===== src/rtl/rx_fifo_ctrl_pkg.sv =====
// Shared types and defaults for the UART receive FIFO controller.
// Imported by the controller top and its FIFO sub-module.
package rx_fifo_ctrl_pkg;

  localparam int RXF_DEPTH  = 16;
  localparam int RXF_ADDR_W = 4;
  localparam int RXF_DATA_W = 8;

  // Ack handshake states; ACK drives the receiver clear
  typedef enum logic {
    RXF_IDLE = 1'b0,
    RXF_ACK  = 1'b1
  } rxf_state_e;

endpackage


===== src/rtl/rx_fifo_ctrl_sync_fifo.sv =====
// Synchronous FIFO with first-word-fall-through read port.
// Owns storage, pointers, occupancy count and full/empty flags.
module sync_fifo #(
  parameter int DEPTH  = 16,
  parameter int ADDR_W = 4,
  parameter int DATA_W = 8
) (
  input  logic              clk,
  input  logic              rst,
  input  logic              push_i,
  input  logic [DATA_W-1:0] push_data_i,
  output logic              push_accept_o,
  input  logic              pop_i,
  output logic              pop_accept_o,
  output logic [DATA_W-1:0] rd_data_o,
  output logic [ADDR_W:0]   count_o,
  output logic              empty_o,
  output logic              full_o
);

  localparam logic [ADDR_W:0] FULL_CNT = (ADDR_W+1)'(DEPTH);

  logic [DATA_W-1:0] mem_q [DEPTH];
  logic [ADDR_W-1:0] wr_ptr_q, wr_ptr_d;
  logic [ADDR_W-1:0] rd_ptr_q, rd_ptr_d;
  logic [ADDR_W:0]   count_q, count_d;
  logic              do_push, do_pop;

  assign empty_o = (count_q == '0);
  assign full_o  = (count_q == FULL_CNT);

  // A pop frees a slot in the same cycle, so full+pop may still push
  assign do_pop  = pop_i && !empty_o;
  assign do_push = push_i && (!full_o || do_pop);

  assign push_accept_o = do_push;
  assign pop_accept_o  = do_pop;
  assign rd_data_o     = mem_q[rd_ptr_q];
  assign count_o       = count_q;

  // Pointer and occupancy next state; pointers wrap naturally at DEPTH
  always_comb begin
    wr_ptr_d = wr_ptr_q;
    rd_ptr_d = rd_ptr_q;
    count_d  = count_q;
    if (do_push) wr_ptr_d = wr_ptr_q + ADDR_W'(1);
    if (do_pop)  rd_ptr_d = rd_ptr_q + ADDR_W'(1);
    unique case ({do_push, do_pop})
      2'b10:   count_d = count_q + (ADDR_W+1)'(1);
      2'b01:   count_d = count_q - (ADDR_W+1)'(1);
      default: count_d = count_q;
    endcase
  end

  // Control state registers
  always_ff @(posedge clk) begin
    if (rst) begin
      wr_ptr_q <= '0;
      rd_ptr_q <= '0;
      count_q  <= '0;
    end else begin
      wr_ptr_q <= wr_ptr_d;
      rd_ptr_q <= rd_ptr_d;
      count_q  <= count_d;
    end
  end

  // Storage write; contents are don't-care after reset
  always_ff @(posedge clk) begin
    if (do_push) mem_q[wr_ptr_q] <= push_data_i;
  end

`ifndef SYNTHESIS
  a_count_bound: assert property (
    @(posedge clk) disable iff (rst) count_q <= FULL_CNT);
`endif

endmodule


===== src/rtl/rx_fifo_ctrl.sv =====
// UART receive-side consumer: acks each byte with a one-cycle clear
// and buffers it for the CPU; tracks overrun and raises a level irq.
module rx_fifo_ctrl
  import rx_fifo_ctrl_pkg::*;
#(
  parameter int DEPTH  = RXF_DEPTH,
  parameter int ADDR_W = RXF_ADDR_W
) (
  input  logic                  clock,
  input  logic                  reset,
  input  logic                  rx_rdy,
  input  logic [RXF_DATA_W-1:0] rx_data,
  output logic                  rx_clear,
  input  logic                  rd_en,
  output logic [RXF_DATA_W-1:0] rd_data,
  output logic                  empty,
  output logic                  full,
  output logic [ADDR_W:0]       count,
  output logic                  overrun,
  input  logic                  ovr_clr,
  input  logic                  irq_en,
  output logic                  irq
);

  rxf_state_e state_q, state_d;
  logic       rx_clear_q, rx_clear_d;
  logic       overrun_q, overrun_d;
  logic       push_req, push_acc, pop_acc;
  logic       drop;

  // A byte is taken only in IDLE, where rdy has settled after the last clear
  assign push_req = (state_q == RXF_IDLE) && rx_rdy;
  assign drop     = push_req && !push_acc;

  sync_fifo #(
    .DEPTH  (DEPTH),
    .ADDR_W (ADDR_W),
    .DATA_W (RXF_DATA_W)
  ) u_fifo (
    .clk           (clock),
    .rst           (reset),
    .push_i        (push_req),
    .push_data_i   (rx_data),
    .push_accept_o (push_acc),
    .pop_i         (rd_en),
    .pop_accept_o  (pop_acc),
    .rd_data_o     (rd_data),
    .count_o       (count),
    .empty_o       (empty),
    .full_o        (full)
  );

  // Every captured or dropped byte earns exactly one clear cycle
  always_comb begin
    state_d = state_q;
    unique case (state_q)
      RXF_IDLE: if (rx_rdy) state_d = RXF_ACK;
      RXF_ACK:  state_d = RXF_IDLE;
    endcase
    rx_clear_d = (state_d == RXF_ACK);
  end

  // Sticky overrun; a drop in the same cycle as a clear keeps it set
  always_comb begin
    overrun_d = overrun_q;
    if (ovr_clr) overrun_d = 1'b0;
    if (drop)    overrun_d = 1'b1;
  end

  // Handshake and status registers; reset abandons any pending ack
  always_ff @(posedge clock) begin
    if (reset) begin
      state_q    <= RXF_IDLE;
      rx_clear_q <= 1'b0;
      overrun_q  <= 1'b0;
    end else begin
      state_q    <= state_d;
      rx_clear_q <= rx_clear_d;
      overrun_q  <= overrun_d;
    end
  end

  assign rx_clear = rx_clear_q;
  assign overrun  = overrun_q;
  assign irq      = irq_en && !empty;

`ifndef SYNTHESIS
  a_clear_one_cycle: assert property (
    @(posedge clock) disable iff (reset) rx_clear |=> !rx_clear);
  a_pop_only_nonempty: assert property (
    @(posedge clock) disable iff (reset) pop_acc |-> !empty);
`endif

endmodule

===== config.mk =====
export PLATFORM = sky130hd
export DESIGN_NAME = rx_fifo_ctrl
export DESIGN_NICKNAME = d
export VERILOG_FILES = /design/src/rtl/rx_fifo_ctrl_pkg.sv /design/src/rtl/rx_fifo_ctrl_sync_fifo.sv /design/src/rtl/rx_fifo_ctrl.sv
export SDC_FILE = /design/constraint.sdc
export NUM_CORES = 1
export LEC_CHECK = 0
export ABC_AREA = 0
export BUFFER_PORTS_ARGS = -buffer_cell sky130_fd_sc_hd__buf_2
export CORE_ASPECT_RATIO = 0.6
export CORE_UTILIZATION = 45
export CTS_BUF_LIST = sky130_fd_sc_hd__clkbuf_16
export DETAILED_ROUTE_END_ITERATION = 10
export PLACE_DENSITY_LB_ADDON = 0.25
export SETUP_SLACK_MARGIN = 0.4
export SYNTH_ARGS = -nofsm -noshare
export SYNTH_HDL_FRONTEND = slang
export SYNTH_SLANG_ARGS = --single-unit

===== constraint.sdc =====
create_clock -name clock -period 2.9 [get_ports clock]
set_input_delay 0.29 -clock clock [delete_from_list [all_inputs] [get_ports clock]]
set_output_delay 0.29 -clock clock [all_outputs]
set_load 0.1 [all_outputs]

# After elaboration in Yosys (flattened, before gate mapping)
# Memory sizes are Yosys's and may differ from the RTL's. A register that Yosys moved wholly into a read port is not among the register bits.
# Index checks and enable logic that the tools add are counted.
dict set report word_totals {
  register_bits 15
  ramBits 128
  inputBits 14
  output_inout_bits 18
  word_cells 35
  memories 1
}
# memory depth width read_ports rd_clocked_by_memory_dff write_ports line
set mem_list {}
lappend mem_list {u_fifo.mem_q 16 8 1 1 1 rx_fifo_ctrl_sync_fifo.sv:23} ;# logic [DATA_W-1:0] mem_q [DEPTH];
dict set report classes {
  n_addsub 4
  eq_ne 3
  mux 9
  bitwise_logic 1
  reduce_logical 12
}
# cell count
set op_table {}
lappend op_table {{5-bit one-hot mux with 2 select lines} 1}
lappend op_table {{4-bit by 1-bit adder with 4-bit output (second input constant)} 2}
lappend op_table {{4-bit 2-to-1 mux} 2}
lappend op_table {{5-bit by 1-bit adder with 5-bit output (second input constant)} 1}
lappend op_table {{5-bit == test (second input constant)} 1}
lappend op_table {{1-bit logical AND} 5}
lappend op_table {{5-bit logical NOT} 1}
lappend op_table {{1-bit 2-to-1 mux} 5}
lappend op_table {{5-bit by 1-bit subtractor with 5-bit output (second input constant)} 1}
lappend op_table {{2-bit nonzero test} 2}
lappend op_table {{1-bit logical NOT} 3}
lappend op_table {{2-bit by 1-bit == test with 1-bit output (second input constant)} 1}
lappend op_table {{2-bit == test (second input constant)} 1}
lappend op_table {{1-bit one-hot mux with 2 select lines} 1}
lappend op_table {{1-bit logical OR} 1}
lappend op_table {{1-bit inverter} 1}

# Longest topological paths before layout
# Gate-level depths: netlist of run 1.
dict set report logic_depth {
  ltp_word 8
  depth_mapped 13
}

# Cells and area by module
# Synthesis of run 1 repeated with hierarchy kept, for this count alone.
dict set report hier_totals {
  hier_cells 336
  hier_area_um2 5934.4
}
# mod instances cells_per_inst area_per_inst_um2
set modules_own_cells {}
lappend modules_own_cells {sync_fifo 1 328 5843.1}
lappend modules_own_cells {rx_fifo_ctrl 1 8 91.3}

# Worst setup path before layout of run 1
# Ideal clock, no wire load.
dict set report synth_timing {
  path_kind {register -> output}
  start {reg u_fifo.count_q[0], in the netlist u_fifo.count_o[0]}
  end {out irq}
  arrival_time_ns 3.689
  required_time_ns 2.610
  slack_ns -1.079
  stages_incl_launch_ff 5
  path_cell_list {dfxtp_1 > or4_1 > buf_2 > nor2_1 > nor2b_1}
}
dict set report synth_via {
  elab_chain_len 3
}
# element line
set synth_rtl {}
lappend synth_rtl {{start: declaration} rx_fifo_ctrl_sync_fifo.sv:26} ;# logic [ADDR_W:0] count_q, count_d;
lappend synth_rtl {{start signal: assignment} rx_fifo_ctrl_sync_fifo.sv:64} ;# count_q <= count_d;
lappend synth_rtl {{5-bit logical NOT} rx_fifo_ctrl_sync_fifo.sv:29} ;# assign empty_o = (count_q == '0);
lappend synth_rtl {{net empty} rx_fifo_ctrl.sv:16} ;# output logic empty,
lappend synth_rtl {{1-bit logical NOT} rx_fifo_ctrl.sv:85} ;# assign irq = irq_en && !empty;
lappend synth_rtl {{1-bit logical AND} rx_fifo_ctrl.sv:85}
lappend synth_rtl {{end: declaration} rx_fifo_ctrl.sv:22} ;# output logic irq
# The timed path passes the listed nets, and every way through them passes these cells.

# Worst setup path after layout of run 1
dict set report layout_timing {
  start {reg u_fifo.count_q[2], in the netlist u_fifo.count_o[2]}
  end {reg u_fifo.count_q[4], in the netlist u_fifo.count_o[4]}
}
dict set report layout_via {
  elab_chain_len 7
  elab_cells_between_ends 13
  classes_between {2 x add/sub; 3 x eq/ne; 1 x mux; 7 x reduce/logical}
}
# element line
set layout_rtl {}
lappend layout_rtl {{5-bit logical NOT *} rx_fifo_ctrl_sync_fifo.sv:29}
lappend layout_rtl {{1-bit logical NOT *} rx_fifo_ctrl_sync_fifo.sv:33} ;# assign do_pop = pop_i && !empty_o;
lappend layout_rtl {{1-bit logical AND *} rx_fifo_ctrl_sync_fifo.sv:33}
lappend layout_rtl {{net pop_acc} rx_fifo_ctrl.sv:28} ;# logic push_req, push_acc, pop_acc;
lappend layout_rtl {{1-bit logical OR} rx_fifo_ctrl_sync_fifo.sv:34} ;# assign do_push = push_i && (!full_o || do_pop);
lappend layout_rtl {{1-bit logical AND} rx_fifo_ctrl_sync_fifo.sv:34}
lappend layout_rtl {{2-bit by 1-bit == test with 1-bit output / 2-bit == test (equally long branches)} rx_fifo_ctrl_sync_fifo.sv:48} ;# unique case ({do_push, do_pop})
lappend layout_rtl {{5-bit one-hot mux with 2 select lines / 2-bit nonzero test (equally long branches)} --}
# The timed path passes the listed nets; every way through them passes the cells marked *.
# A chain may end at the register's enable or synchronous reset.

==> qor.yml, run 1 <==
drive_gt1_share_pct: 36.6
grt_pass1_vias: 3258
worstPathRequired_ns: 3.26
cts_tree: "yes"
whs_path_depth: 4
hold_violations: 0
antenna_left: 0
core_um2: 12900
grt_usage_pct: 20.2
start_kind: "register"
synth_area_leaders: "edfxtp_1 65%, mux4_2 12%, dfxtp_1 6.4%, a22oi_1 2.0%, ha_1 1.9%"
drtPass1Iterations: 5
critPathMaxStageDelay_ns: 0.57
reg2reg_from: "u_fifo.count_o[2]$_SDFFE_PP0P_"
cts.sinks: 147
p_leak_nw: 2.44
worstHoldEndpoint: "overrun$_SDFFE_PP0P_"
drc_errors: 0
cp_cell_sequence: "or4_4, o21ai_2, inv_2, ha_4, buf_4, buf_4, nor3b_2, a221oi_2, or4b_1, nand3_1"
synth_seq_cells: 147
reg2reg_slack_ns: 0.28
viasPerCell: 5.62
avgSynthCellArea_um2: 17.6
synth.largest_area_cell: "edfxtp_1"
finalWorstSetupSlack_ns: 0.283
reg2reg_to: "u_fifo.count_o[4]$_SDFFE_PP0P_"
grt_pass1_wl_mm: 19.4
netlist_instances: 337
grt_max_degree: 33
crit_top_cell: "buf_4"
start_util_pct: 46.2
rsz0062_at_grt: "true"
cp_data_arrival_time_ns: 2.97
peakVddDrop_mv: 0.470
cts_buffers: 17
ys_seq_area_share_pct: 71.2
netlist_area_um2: 5930
antenna_found_initial: 0
vias: 3243
clk_path_buf_depth: 2
globalplace.congestion: 0.762
grt_overflow: 0
dpl.hpwl_mm: 7.75
std_cell_rows: 32
setup_viol: 0
skew_ns: 0.00576
setup.worst_path.end_class: "register"
routedWlPerCell_um: 21.8
fin_crit_ns: 2.62
clkTransAtPathRegs_ns: 0.06
p_per_area_nw_per_um2: 954
die-area_um2: 13700
yosysTopAreaCellShare_pct: 64.8
clock_latency_ns: 0.42
status: "finished clean"
dp.cells: 535
relSlewSlack_pct: 47.7
portBuffers: 31
slowest_stage: "or4_4"
maxSlewViolCount: 0
die_h_um: 90.9
first_iter_violations: 362
dieWidth_um: 150
cap_violations: 0
io_pins: 32
critPathMaxFanout: 5
root_buffer: "clkbuf_16"
layout.nets: 417
antenna_cells: 0
area_delta_synth_final_pct: 20.8
fillers: 980
hold_path.class: "input pin to register"
crit_type: "register to register"
timing.fmax_mhz: 382
pre_cts_ws_ns: 0.0283
fin_crit_sh_pct: 90.2
holdWs_ns: 0.178
routed_wl_mm: 12.6
holdCritStartpoint: "ovr_clr"
total_power_w: 0.00684
cts_max_level: 4
synth_fp_nets: 360
tightest_slew_ns: 0.782
reg2reg_depth: 10
yosysWarnings: 0
synthDistinctLibCells: 41
finalNonFillerCells: 577
## final cells by class
cell class | instances | area (µm²) | area share (%)
clock buffer | 17 | 425 | 5.94
clock inverter | 15 | 145 | 2.03
multi-input combinational | 163 | 1670 | 23.3
tap | 170 | 213 | 2.97
inverter | 6 | 22.5 | 0.314
sequential | 147 | 4240 | 59.2
timing repair buffer | 59 | 450 | 6.28
## timing repair
action                     CTS  global route
resized for setup           16             5
pin swaps                    7             1
hold buffers                 0             0
setup endpoints to repair   10            39
hold endpoints to repair     0             0
setup buffers                7             1
cloned                       1             1
## logic make-up after synthesis
kind of cell / count (synthesis) / synth area share (%)
DFF: 147 / 71.2
and+or+nand+nor: 79 / 7.09
muxes: 35 / 12.7
AOI/OAI and AO/OA: 33 / 4.09
buffers and inverters: 27 / 2.05
adders and majority gates: 9 / 1.90
xor gates and xnor gates: 7 / 1.03
## sequential cells by signal (all words and copies together), names as in the netlist, named ones only
name and count:
u_fifo.mem_q 128, rx_clear 1, u_fifo.count_o 5, overrun 1, u_fifo.wr_ptr_q 4, u_fifo.rd_ptr_q 4
## power by group
group	switching, W	total, W	internal [W]
Combinational	0.00145	0.00225	0.000793
Sequential	0.0000773	0.00247	0.00240
Clock	0.000913	0.00212	0.00120
Total	0.00244	0.00684	0.00440
## cells in the final DEF, fill, tap and decap left out, drive strengths merged, types with 2 or more instances in the layout
cell type,instances
inv,15
nor2,19
xnor2,2
ha,9
mux2i,3
o21ai,5
clkinv,4
nor3,7
mux4,32
nor2b,6
nor4b,4
nor3b,2
or3,3
clkbuf,18
dfxtp,19
a22oi,16
and3,5
a221oi,2
edfxtp,128
xor2,5
a21oi,5
nand3,7
or4,2
o211ai,2
nand2,16
buf,58
## worst max-delay path by stage
stage	startpoint	end	slack, ns	cells after the start
after floorplan	u_fifo.count_o[1]$_SDFFE_PP0P_	u_fifo.count_o[4]$_SDFFE_PP0P_	-0.22	13
after global placement	u_fifo.count_o[1]$_SDFFE_PP0P_	u_fifo.count_o[4]$_SDFFE_PP0P_	0.12	9
after detailed placement	u_fifo.count_o[1]$_SDFFE_PP0P_	u_fifo.count_o[4]$_SDFFE_PP0P_	0.03	9
after CTS	u_fifo.count_o[0]$_SDFFE_PP0P_	u_fifo.count_o[4]$_SDFFE_PP0P_	0.25	9
after global routing	u_fifo.count_o[0]$_SDFFE_PP0P_	u_fifo.count_o[4]$_SDFFE_PP0P_	0.16	10
final	u_fifo.count_o[2]$_SDFFE_PP0P_	u_fifo.count_o[4]$_SDFFE_PP0P_	0.28	10
## through the flow
step	cell area, µm²	util (%)	setup TNS [ns]
final	7170	55.8	0
after global routing	7170	55.8	0
after CTS	7120	55.4	0
after detailed placement	6420	49.9	0
after global placement	6420	49.9	0
after floorplan	6010	-	-0.290
## critical path: cells and delay by family (launching register included)
kind | cells | cell delay [ns]
compound gates | 2 | 0.45
fa+ha+maj | 1 | 0.18
buf+inv | 3 | 0.33
flops | 1 | 0.32
simple gates | 4 | 1.26
## synthesized netlist by cell type, drive strengths merged
master,instances
nand4b,1
or3b,1
or4b,1
clkbuf,10
ha,9
nor3b,2
edfxtp,128
nand2b,1
nor4,1
a22oi,16
o31ai,1
nand2,16
xor2,5
dfxtp,19
o211ai,2
or4,2
a221oi,2
and3,5
xnor2,2
nor3,7
nand4bb,1
a21oi,5
mux2i,3
nand3,7
nand4,1
o21ai,5
mux4,32
inv,6
nor4b,4
buf,11
or3,3
and2,1
nor2b,6
o22ai,1
o221ai,1
nor2,19
## metal layers
metal	global-route usage [%]	wire length, µm	share of wire (%)
met1	32.0	6350	51
met2	27.2	5430	43
met3	4.62	629	5.0
met4	6.90	161	1.3
met5	0	0	0
Power figures use the tool's default switching activity.
==> inputs of run 2 (changes only) <==
CTS_BUF_LIST = sky130_fd_sc_hd__clkbuf_4 sky130_fd_sc_hd__clkbuf_8   (was sky130_fd_sc_hd__clkbuf_16)
==> run 2 against run 1 <==
Design area fell by 2.1%. Worst hold slack got worse by 0.020 ns. Register-to-register slack about the same. Clock skew grew 0.0035 ns. Combinational power increased by 2%. Final cell count is 0.17% higher. Non-clock buffer count is 1 higher. Count of clock-buffer cells in the layout did not move. Via count is 0.89% higher. Global-route usage decreased by 0.056 points. Flip-flop and latch count unchanged. Core utilization is 1.2 points lower. Largest cell class unchanged.
==> qor.yml, run 2 (synthesis gave the netlist of run 1 again) <==
p_int_w: 0.00394  # was 0.00440 W
viasPerCell: 5.66  # was 5.62
area_delta_synth_final_pct: 18.2  # was 20.8%
hold_violations: 0  # unchanged
hold_buffers: 0  # unchanged
layout_commonest_cell: "edfxtp_1"  # unchanged
portBuffers: 31  # unchanged
root_buffer: "clkbuf_8"  # was clkbuf_16
antenna_left: 0  # unchanged
final_cell_mix: "128 x edfxtp_1, 32 x mux4_2, 29 x buf_4"  # unchanged
grt_pass1_vias: 3269  # was 3258
grt_overflow: 0  # unchanged
fin_crit_ns: 2.62  # about the same
critPathMaxFanout: 5  # unchanged
grt_usage_pct: 20.2  # about the same
setup_viol: 0  # unchanged
cts.sinks: 147  # unchanged
seqPwrFrac_pct: 39.2  # was 36.2%
std_cell_rows: 32  # unchanged
die-area_um2: 13700  # unchanged
globalplace.congestion: 0.762  # unchanged
dieWidth_um: 150  # unchanged
clk_path_buf_depth: 2  # unchanged
rsz0062_at_grt: "true"  # unchanged
post-route-util_pct: 54.6  # was 55.8%
core_um2: 12900  # unchanged
vias: 3272  # was 3243
crit_type: "register to register"  # unchanged
grt.busiest_layer: "met1"  # unchanged
p_clk_share_pct: 24.3  # was 31.0%
cts_max_level: 4  # unchanged
antenna_found_initial: 0  # unchanged
routed_wl_mm: 12.3  # was 12.6 mm
cp_data_arrival_time_ns: 3.00  # was 2.97 ns
largest_reg_flops: 128  # unchanged
p_switching_w: 0.00236  # was 0.00244 W
use_met1_pct: 32.0  # about the same
finalWorstSetupSlack_ns: 0.276  # was 0.283 ns
use_met2_pct: 26.9  # was 27.2%
dpl.hpwl_mm: 7.75  # unchanged
fin_crit_sh_pct: 90.5  # was 90.2%
io_pins: 32  # unchanged
switching_share_pct: 37.5  # was 35.7%
routedWlPerCell_um: 21.4  # was 21.8 µm
peakVddDrop_mv: 0.419  # was 0.470 mV
start_kind: "register"  # unchanged
grt_max_degree: 33  # unchanged
setup.worst_path.end_class: "register"  # unchanged
clkTransAtPathRegs_ns: 0.08  # was 0.06 ns
total_power_w: 0.00629  # was 0.00684 W
relSlewSlack_pct: 43.8  # was 47.7%
antenna_cells: 0  # unchanged
drc_errors: 0  # unchanged
timing.fmax_mhz: 381  # was 382 MHz
worstPathRequired_ns: 3.27  # was 3.26 ns
cts_buffers: 17  # unchanged
layout.nets: 418  # was 417
drive_gt1_share_pct: 37.3  # was 36.6%
reg2reg_from: "u_fifo.count_o[0]$_SDFFE_PP0P_"  # was u_fifo.count_o[2]$_SDFFE_PP0P_
p_leak_nw: 2.37  # was 2.44 nW
start_util_pct: 46.2  # unchanged
die_h_um: 90.9  # unchanged
grt_use_met3_pct: 4.72  # was 4.62%
status: "finished clean"  # unchanged
fillers: 992  # was 980
hold_path.class: "input pin to register"  # unchanged
combPwrFrac_pct: 36.4  # was 32.8%
skew_ns: 0.00924  # was 0.00576 ns
drtPass1Iterations: 5  # unchanged
clock_latency_ns: 0.44  # was 0.42 ns
tightest_slew_ns: 0.840  # was 0.782 ns
p_per_area_nw_per_um2: 897  # was 954 nW/µm²
cp-startpoint: "u_fifo.count_o[0]$_SDFFE_PP0P_"  # was u_fifo.count_o[2]$_SDFFE_PP0P_
cap_violations: 0  # unchanged
grt_pass1_wl_mm: 19.4  # about the same
top_register: "u_fifo.mem_q"  # unchanged
first_iter_violations: 345  # was 362
cts_tree: "yes"  # unchanged
holdCritStartpoint: "ovr_clr"  # unchanged
maxSlewViolCount: 0  # unchanged
pre_cts_ws_ns: 0.0283  # unchanged
## run 2: cell types whose count changed in the layout (fill, tap and decap cells not counted)
cell	before	now
clkbuf_8	0	17
bufbuf_16	0	1
a22oi_2	1	3
clkbuf_16	18	0
buf_12	1	2
a22oi_1	15	13
## run 2: stage by stage
step,setup TNS (ns),instances,area [µm²],hold WS [ns]
after floorplan,-0.290,337,6010,0.389
after global placement,0,535,6420,0.521
after detailed placement,0,535,6420,0.533
after CTS,0,577,6980,0.132
after global routing,0,578,7010,0.154
final,0,578,7010,0.158
## run 2: worst paths after layout
path	cells after the start	end	slack (ns)
worst max-delay path	10	u_fifo.count_o[4]$_SDFFE_PP0P_	0.28
worst min-delay path	4	overrun$_SDFFE_PP0P_	0.16
worst min register to register	2	u_fifo.rd_ptr_q[3]$_SDFFE_PP0P_	0.55
worst max register to register	10	u_fifo.count_o[4]$_SDFFE_PP0P_	0.28
## run 2: final cells by class
cell class | instances | area, µm² | area share (%)
Clock buffer | 17 | 234 | 3.34
Multi-Input combinational cell | 163 | 1680 | 23.9
Tap cell | 170 | 213 | 3.03
Inverter | 6 | 22.5 | 0.321
Clock inverter | 15 | 145 | 2.07
Timing Repair Buffer | 60 | 478 | 6.82
Sequential cell | 147 | 4240 | 60.5
## run 2: critical path: stages (launching register included)
cell and delay (ns):
dfxtp_4 0.35, or4_4 0.56, o21ai_2 0.17, inv_2 0.07
ha_4 0.18, buf_4 0.13, buf_4 0.13, nor3b_2 0.15
a221oi_2 0.28, or4b_1 0.46, nand3_1 0.08
## run 2: power groups by stage
stage / Combinational, W / Sequential [W] / Clock [W]
after CTS: 0.00228 / 0.00247 / 0.00157
final: 0.00229 / 0.00247 / 0.00153
after detailed placement: 0.00203 / 0.00251 / 0
after floorplan: 0.00151 / 0.00267 / 0
after global placement: 0.00200 / 0.00250 / 0
after global routing: 0.00243 / 0.00248 / 0.00165
## run 2: routing by layer
metal	wire (µm)	up-vias	part of all wire [%]
met3	849	16	6.9
met4	144	0	1.2
li1	-	1460	-
met5	0	-	0
met1	5990	1687	49
met2	5360	109	43
## run 2: what timing repair did
| action | in CTS | in global routing |
|---|---|---|
| pin swaps | 7 | 1 |
| buffers inserted | 8 | 1 |
| cloned | 2 | 0 |
| setup endpoints to repair | 10 | 40 |
| gates resized for setup | 17 | 6 |
==> inputs of run 3 (changes only) <==
GPL_ROUTABILITY_DRIVEN = 0   (was default)
GPL_TIMING_DRIVEN = 0   (was default)
==> run 3 against run 2 <==
The flow now finishes with violations (negative setup slack). Count of clock-buffer cells in the layout increased by 1. Final cell count increased by 3.8%. Maximum frequency decreased by 14%. Power increased by 11%. Clock skew increased by 0.0062 ns. Sequential power about the same. Routed wire length increased by 7.1%. First-iteration DRC count decreased by 17%. Non-clock buffer count increased by 22. Die area unchanged. Critical path depth increased by 2. Critical path type unchanged.
==> qor.yml, run 3 (synthesis gave the netlist of run 1 again) <==
status: "finished, violations left"  # was finished clean
violations: "negative setup slack"
finalWorstSetupSlack_ns: -0.158  # was 0.276 ns
p_per_area_nw_per_um2: 935  # was 897 nW/µm²
hold_buffers: 0  # unchanged
fillers: 942  # was 992
worstPathRequired_ns: 3.27  # about the same
layout_commonest_cell: "edfxtp_1"  # unchanged
relSlewSlack_pct: 55.9  # was 43.8%
setup.worst_path.end_class: "register"  # unchanged
start_util_pct: 46.2  # unchanged
timing.fmax_mhz: 327  # was 381 MHz
die_h_um: 90.9  # unchanged
hold_violations: 0  # unchanged
peakVddDrop_mv: 0.525  # was 0.419 mV
std_cell_rows: 32  # unchanged
cp_data_arrival_time_ns: 3.43  # was 3.00 ns
routedWlPerCell_um: 22.0  # was 21.4 µm
grt_usage_pct: 20.6  # was 20.2%
vias: 3373  # was 3272
grt_pass1_wl_mm: 19.6  # was 19.4 mm
rsz0062_at_grt: "true"  # unchanged
final_cell_mix: "128 x edfxtp_1, 32 x mux4_2, 25 x buf_4"  # was 128 x edfxtp_1, 32 x mux4_2, 29 x buf_4
setup_viol: 2  # was 0
cts.sinks: 147  # unchanged
fin_tns_setup_ns: -0.176  # was 0 ns
critPathMaxFanout: 4  # was 5
holdWs_ns: 0.152  # was 0.158 ns
p_leak_nw: 2.52  # was 2.37 nW
cts_max_level: 4  # unchanged
antenna_found_initial: 0  # unchanged
portBuffers: 31  # unchanged
io_pins: 32  # unchanged
drc_errors: 0  # unchanged
skew_ns: 0.0155  # was 0.00924 ns
cts_tree: "yes"  # unchanged
drive_gt1_share_pct: 42.8  # was 37.3%
core_um2: 12900  # unchanged
dpl.hpwl_mm: 8.39  # was 7.75 mm
fin_crit_sh_pct: 105  # was 90.5%
antenna_left: 0  # unchanged
total_power_w: 0.00697  # was 0.00629 W
dieWidth_um: 150  # unchanged
grt_overflow: 0  # unchanged
crit_type: "register to register"  # unchanged
maxSlewViolCount: 0  # unchanged
tightest_slew_ns: 0.659  # was 0.840 ns
area_delta_synth_final_pct: 25.7  # was 18.2%
die-area_um2: 13700  # unchanged
viasPerCell: 5.62  # was 5.66
routed_wl_mm: 13.2  # was 12.3 mm
start_kind: "register"  # unchanged
cts_buffers: 17  # unchanged
clock_latency_ns: 0.44  # about the same
root_buffer: "clkbuf_8"  # unchanged
grt_max_degree: 17  # was 33
largest_reg_flops: 128  # unchanged
layout.nets: 440  # was 418
hold_path.class: "input pin to register"  # unchanged
clkTransAtPathRegs_ns: 0.08  # about the same
drtPass1Iterations: 5  # unchanged
top_register: "u_fifo.mem_q"  # unchanged
cap_violations: 0  # unchanged
clk_path_buf_depth: 2  # unchanged
fin_crit_ns: 3.06  # was 2.62 ns
first_iter_violations: 287  # was 345
antenna_cells: 0  # unchanged
grt_pass1_vias: 3283  # was 3269
-- run 3: cell types whose count changed in the layout (fill, tap and decap cells not counted), moves of 4 or more --
cell | before | now
nor2_4 | 0 | 4
a22oi_2 | 3 | 8
clkbuf_4 | 0 | 6
buf_8 | 0 | 4
buf_6 | 4 | 10
clkbuf_1 | 0 | 4
a22oi_1 | 13 | 8
buf_4 | 29 | 25
nor2_1 | 17 | 13
nor3_1 | 7 | 3
nor3_4 | 0 | 4
-- run 3: through the flow --
| stage | utilization, % | instance area [µm²] | setup WS, ns | std cells |
|---|---|---|---|---|
| floorplan | - | 6010 | -0.221 | 337 |
| global placement | 49.6 | 6370 | -0.319 | 538 |
| detailed placement | 50.0 | 6430 | -0.373 | 542 |
| CTS | 56.1 | 7210 | -0.145 | 587 |
| global route | 58.0 | 7460 | -0.236 | 600 |
| finish | 58.0 | 7460 | -0.158 | 600 |
-- run 3: final timing paths --
check,cells after the start,endpoint,startpoint,slack [ns]
setup / recovery,12,u_fifo.count_o[4]$_SDFFE_PP0P_,u_fifo.count_o[0]$_SDFFE_PP0P_,-0.16
hold / removal,4,overrun$_SDFFE_PP0P_,ovr_clr,0.15
setup reg to reg,12,u_fifo.count_o[4]$_SDFFE_PP0P_,u_fifo.count_o[0]$_SDFFE_PP0P_,-0.16
hold reg to reg,2,u_fifo.rd_ptr_q[3]$_SDFFE_PP0P_,u_fifo.rd_ptr_q[3]$_SDFFE_PP0P_,0.54
-- run 3: layout make-up --
| cell class | instances | area (µm²) | share of cell area (%) |
|---|---|---|---|
| flip-flops and latches | 147 | 4240 | 56.9 |
| multi-input cells | 163 | 1820 | 24.5 |
| repair buffers | 61 | 512 | 6.86 |
| clock buffers | 18 | 241 | 3.24 |
| well taps | 170 | 213 | 2.85 |
| plain buffers | 21 | 204 | 2.73 |
| clock inverters | 14 | 199 | 2.67 |
| inverters | 6 | 22.5 | 0.302 |
-- run 3: power breakdown --
part,internal (W),switching (W)
Combinational,0.00111,0.00165
Sequential,0.00239,0.0000636
Clock,0.000960,0.000797
-- run 3: what timing repair did --
item	CTS	global route
cloned	0	3
resized for setup	63	25
buffers inserted	13	10
setup endpoints to repair	44	52
hold endpoints to repair	0	0
pin swaps	9	9
-- run 3: metal layers --
metal	GRT usage, %	routed length [µm]	vias to the layer above	share of wire, %
met2	28.8	5860	96	44
met3	5.18	912	15	6.9
met1	31.6	6310	1761	48
met5	0	0	-	0
li1	-	-	1501	-
met4	6.48	144	0	1.1
-- run 3: critical path: stages, from the launching register on --
cell	delay, ns
dfxtp_4	0.35
or4_4	0.54
buf_6	0.15
buf_4	0.14
o21ai_4	0.16
inv_2	0.08
ha_4	0.17
ha_1	0.32
nor3b_1	0.38
a221oi_4	0.06
buf_4	0.16
or4_1	0.39
nand3_1	0.10
